`config.mk`:
```
export PLATFORM = sky130hd
export DESIGN_NAME = positron_layer_serializer
export DESIGN_NICKNAME = d
export VERILOG_FILES = /design/src/rtl/positron_layer_serializer.sv
export SDC_FILE = /design/constraint.sdc
export NUM_CORES = 1
export LEC_CHECK = 0
export CELL_PAD_IN_SITES_DETAIL_PLACEMENT = 2
export CELL_PAD_IN_SITES_GLOBAL_PLACEMENT = 2
export CORE_MARGIN = 1
export CORE_UTILIZATION = 36
export CTS_CLUSTER_DIAMETER = 60
export CTS_CLUSTER_SIZE = 30
export DETAILED_ROUTE_END_ITERATION = 12
export PLACE_DENSITY = 0.95
export SKIP_CTS_REPAIR_TIMING = 1
export SLEW_MARGIN = 30
export SYNTH_ARGS = -nofsm -noshare
export SYNTH_HDL_FRONTEND = slang
export SYNTH_SLANG_ARGS = --single-unit
```
`constraint.sdc`:
```
create_clock -name clk -period 3.3 [get_ports clk]
set_input_delay 0.66 -clock clk [delete_from_list [all_inputs] [get_ports clk]]
set_output_delay 0.66 -clock clk [all_outputs]
set_load 0.05 [all_outputs]
```
`src/rtl/positron_layer_serializer.sv`:
```
// Gathers one posit from each upstream positron, then replays the full set
// as a single sow/eow-framed stream for the next layer.
module positron_layer_serializer #(
  parameter int unsigned POSIT_WIDTH = 16,
  parameter int unsigned NB_POSITRON = 10
) (
  input  logic                               clk,
  input  logic                               rst_n,
  input  logic [NB_POSITRON-1:0]             rts_i,
  output logic [NB_POSITRON-1:0]             rtr_o,
  input  logic [NB_POSITRON*POSIT_WIDTH-1:0] posit_i,
  input  logic                               rtr_i,
  output logic                               rts_o,
  output logic                               sow_o,
  output logic                               eow_o,
  output logic [POSIT_WIDTH-1:0]             posit_o
);

  localparam int unsigned IDX_W = (NB_POSITRON > 1) ? $clog2(NB_POSITRON) : 1;

  typedef enum logic {COLLECT, EMIT} state_t;

  state_t                   state, state_nxt;
  logic [NB_POSITRON-1:0]   captured, captured_nxt;
  logic [NB_POSITRON-1:0]   take;
  logic [IDX_W-1:0]         idx, idx_nxt;
  logic [POSIT_WIDTH-1:0]   buffer [NB_POSITRON];
  logic                     last_idx;

  assign last_idx = (idx == IDX_W'(NB_POSITRON - 1));

  // State, flags and word storage; buffer survives between windows.
  always_ff @(posedge clk) begin
    if (!rst_n) begin
      state    <= COLLECT;
      captured <= '0;
      idx      <= '0;
      for (int i = 0; i < NB_POSITRON; i++) buffer[i] <= '0;
    end else begin
      state    <= state_nxt;
      captured <= captured_nxt;
      idx      <= idx_nxt;
      for (int i = 0; i < NB_POSITRON; i++) begin
        if (take[i]) buffer[i] <= posit_i[i*POSIT_WIDTH +: POSIT_WIDTH];
      end
    end
  end

  // Next-state and handshake outputs.
  always_comb begin
    state_nxt    = state;
    captured_nxt = captured;
    idx_nxt      = idx;
    take         = '0;
    rtr_o        = '0;
    rts_o        = 1'b0;
    sow_o        = 1'b0;
    eow_o        = 1'b0;
    posit_o      = '0;
    case (state)
      COLLECT: begin
        rtr_o        = ~captured;
        take         = rts_i & ~captured;
        captured_nxt = captured | take;
        if (&captured_nxt) begin
          state_nxt = EMIT;
          idx_nxt   = '0;
        end
      end
      EMIT: begin
        rts_o   = 1'b1;
        posit_o = buffer[idx];
        sow_o   = (idx == IDX_W'(0));
        eow_o   = last_idx;
        if (rtr_i) begin
          if (last_idx) begin
            captured_nxt = '0;
            idx_nxt      = '0;
            state_nxt    = COLLECT;
          end else begin
            idx_nxt = idx + IDX_W'(1);
          end
        end
      end
    endcase
  end

endmodule

```
# [After elaboration in Yosys (flattened, before gate mapping)]
# Memories as Yosys holds them, arrays and structs flattened. A register that Yosys moved wholly into a read port is not among the register bits.
# Index checks and enable logic that the tools add are counted.
[op_classes] add_sub_neg=1 mul=0 div_mod_pow=0 n_lt_le_gt_ge=0 n_eq_ne=4 shifts=0 muxes=60 bitwise_logic=14 n_reduce_logical=4
[op_table] cell="16-bit 2-to-1 mux" count=11
[op_table] cell="10-bit 2-to-1 mux" count=4
[op_table] cell="1-bit 2-to-1 mux" count=37
[op_table] cell="4-bit 2-to-1 mux" count=5
[op_table] cell="10-bit case mux with 2 select lines" count=1
[op_table] cell="10-bit bitwise AND" count=1
[op_table] cell="10-bit inverter" count=1
[op_table] cell="1-bit bitwise OR" count=10
[op_table] cell="10-bit bitwise OR" count=1
[op_table] cell="10-bit AND reduction" count=1
[op_table] cell="4-bit case mux with 2 select lines" count=1
[op_table] cell="4-bit by 1-bit adder with 4-bit output, second input constant" count=1
[op_table] cell="4-bit equality test, second input constant" count=1
[op_table] cell="4-bit zero test" count=1
[op_table] cell="2-bit != test, second input constant" count=2
[op_table] cell="2-bit AND reduction" count=2
[op_table] cell="2-bit by 1-bit != test with 1-bit output, second input constant" count=1
[op_table] cell="1-bit case mux with 2 select lines" count=1
[op_table] cell="1-bit inverter" count=1
[totals] ff_bits=15 latchBits=0 mem_bits_rw=160 romBits=0 inputBits=173 out_inout_bits=29 word_cells=87 memories=1
[memory_table] memory="buffer" depth=10 width=16 read_ports=1 rd_clocked_by_memory_dff=1 write_ports=10 line="27" text="logic [POSIT_WIDTH-1:0] buffer [NB_POSITRON];"

# [Longest topological paths before layout]
[depth] ltp_word=8 ltp_mapped=6 mapped_depth_nobuf=4

# [Least setup slack after synthesis]
# No wires, ideal clock.
[synth_timing] path_kind="register to output" from="register state" to="output sow_o" t_arrival_ps=2860 required_time_ps=2640 path_slack_ps=-220 path_stages_with_launch=6 n_path_buf=2 cell_sequence="dfxtp_1 buf_6 inv_2 buf_1 nor2_1 nor4b_1"
[synth_via] elab_chain_cells=1
[synth_lines] element="from (decl)" line="23" text="state_t state, state_nxt;"
[synth_lines] element="from (signal assigned)" line="40" text="state <= state_nxt;"
[synth_lines] element="1-bit 2-to-1 mux" line="60" text="case (state)"
[synth_lines] element="to (decl)" line="14" text="output logic sow_o,"
# No other way between the ends.

==> metrics.txt <==
status finished clean; Syn Std Cell Area 8040 µm²; initial antenna violation count 0; Mapped Cells 558; Slew @ Worst Pin 747 ps; DRT antenna net count 0; Initial DRC Count 388; largest net degree at the start of global routing 34; register area share after synthesis 64.5%; Inst Count DP 1,021; vias in the first global route 6,570; CP arrival 2530 ps; Final Net Count 934; Yosys Warn Count 0; Max VDD drop 352 µV; # IOs 202; Horiz. Die Dim 151 µm; Clock transition at path regs 70 ps; Starting Density 36.8%; adder-cell area share of the yosys netlist 0%; Mapped Nets 731; max_cap viols 0; CTS Buf Count 17; via count 5,790; Unique masters post-synth 35; crit-path max FO 16; Hold Path Cell Cnt 2; HPWL after detailed placement 21,800 µm; layout cells sized above 1 15.0%; Critical Path Source Type flip-flop; Final period util 96.8%; register area 5190 µm²; post-route setup TNS 0 ps; Slew Limit Fails 0; commonest non-fill, non-tap cell in the layout clkdlybuf4s50_1; Finished Layout Cells 1,054; Final Hold Vio Count 0; GPL Wtd Cong 0.839; Synth Area in Compound Gates 5.51%; vias per inst 5.49; hold crit path type reg2reg; first-pass GRT wire length 42,900 µm; CP Class reg2out; drc violations 0; syn avg cell area 14.4 µm²; Die ar. 22,900 µm²; GRT Total Usage 27.0%; RSZ-0062 raised after global routing no; CORE AREA 21,800 µm²; Clock Sinks 179; Final Core Density 51.3%; Port Buf Inserts 201; total grt overflow 0; Crit. End Element primary output; WL per Instance 28.0 µm; final hold slack 585 ps; CTS Root Cell clkbuf_16; fmax 313 MHz; XOR/XNOR Fraction of Synth Area 0%; skew final 8.19 ps; CTS tree done; fin crit period 3190 ps; area taken by multi-input logic gates 2730 µm²; DIE HEIGHT 151 µm; Setup Viol. Count Final 0; ANT cells 0; LEAKAGE 0.00398 µW; max_slew headroom 50.1%; clk_lat worst skew 440 ps; Cell Rows 54; Layout area overhead 39.2%; mux contribution to synthesized area 11.0%; main combinational cell family by area after synthesis simple AND/OR/NAND/NOR gates; Worst Path Required 2640 ps; register bit total from synthesis 179; drt first pass iters 6; Fillers 2,013; commonest non-fill, non-tap cells in the layout clkdlybuf4s50_1, and2_1, edfxtp_1; pwr dens 484 nW/µm²; CTS HTree Levels 4; Synth Area in Simple Gates 16.9%; R2R cell count 4; final WL 29,500 µm; worst-case clock buffer depth 2
stage by stage:
| stage | worst slack, ps | instance area (µm²) | total power [µW] |
|---|---|---|---|
| 3_3_place_gp | 573 | 10600 | 3350 |
| 2_1_floorplan | 182 | 8040 | 2990 |
| 3_5_place_dp | 415 | 10600 | 3420 |
| 5_1_grt | 18.3 | 11200 | 5540 |
| 6_report | 106 | 11200 | 5410 |
| 4_1_cts | 25.5 | 11100 | 5440 |
critical path, cell delays in order, from the launching register on:
cell,delay (ps)
dfxtp_1,420
nand2b_1,610
o22ai_1,260
a211oi_1,590
buf_12,220
kinds of logic (layout without fill, tap and decap cells):
group,Yosys count,after routing
buffers and inverters,37,253
muxes,48,48
and+or+nand+nor,227,227
AOI/OAI and AO/OA,67,67
DFF,179,179
per-layer routing:
layer | up-vias | global-route usage, % | part of all wire (%)
met5 | - | 0 | 0
met4 | 0 | 12.4 | 3.7
met3 | 61 | 4.79 | 5.1
met2 | 273 | 48.7 | 54
met1 | 2977 | 30.9 | 37
li1 | 2479 | - | -
path summary, 6_finish.rpt:
kind                                          startpoint                          to  slack (ps)
worst max-delay path                           flip-flop                 posit_o[15]         110
worst min-delay path            captured[2]$_SDFFE_PN0P_    captured[2]$_SDFFE_PN0P_         590
worst max register to register          state$_SDFF_PN0_  buffer[3][0]$_SDFFCE_PN0P_         690
worst min register to register  captured[2]$_SDFFE_PN0P_    captured[2]$_SDFFE_PN0P_         590
state kept, by name (all words and copies together) (netlist names), named ones only:
| name | cells |
|---|---|
| buffer | 160 |
| idx | 4 |
| state | 1 |
| captured | 10 |
final cells by class:
class                           count  share of cell area (%)
Tap cell                          280                    3.13
Inverter                            3                   0.101
Sequential cell                   179                    46.4
Timing Repair Buffer              218                    20.9
Clock inverter                     12                    1.17
Multi-Input combinational cell    342                    24.4
Clock buffer                       20                    3.99
synthesized netlist by cell type, drive strengths merged:
cell type / instances / area, µm²
mux4: 32 / 721
nor2b: 9 / 56.3
nor4b: 1 / 8.76
nand2: 6 / 22.5
nand4: 1 / 6.26
edfxtp: 160 / 4800
or3: 1 / 6.26
clkbuf: 19 / 71.3
or2: 1 / 6.26
o21bai: 1 / 7.51
nor2: 25 / 93.8
a21oi: 1 / 5.00
o2bb2ai: 1 / 8.76
or4: 2 / 18.8
inv: 3 / 11.3
mux2i: 16 / 160
a31oi: 1 / 6.26
o21a: 1 / 7.51
nand2b: 14 / 87.6
nand3: 5 / 25.0
nor3: 1 / 16.3
and2: 161 / 1010
a311oi: 1 / 8.76
o21ai: 12 / 60.1
o22ai: 23 / 144
buf: 15 / 88.8
a22oi: 9 / 67.6
a21boi: 1 / 7.51
a211oi: 16 / 120
dfxtp: 19 / 380
power by group:
part	internal, µW	switching, µW
registers	2650	77.1
clock network	1140	896
logic	330	323
total	4120	1300
Power figures use the tool's default switching activity.
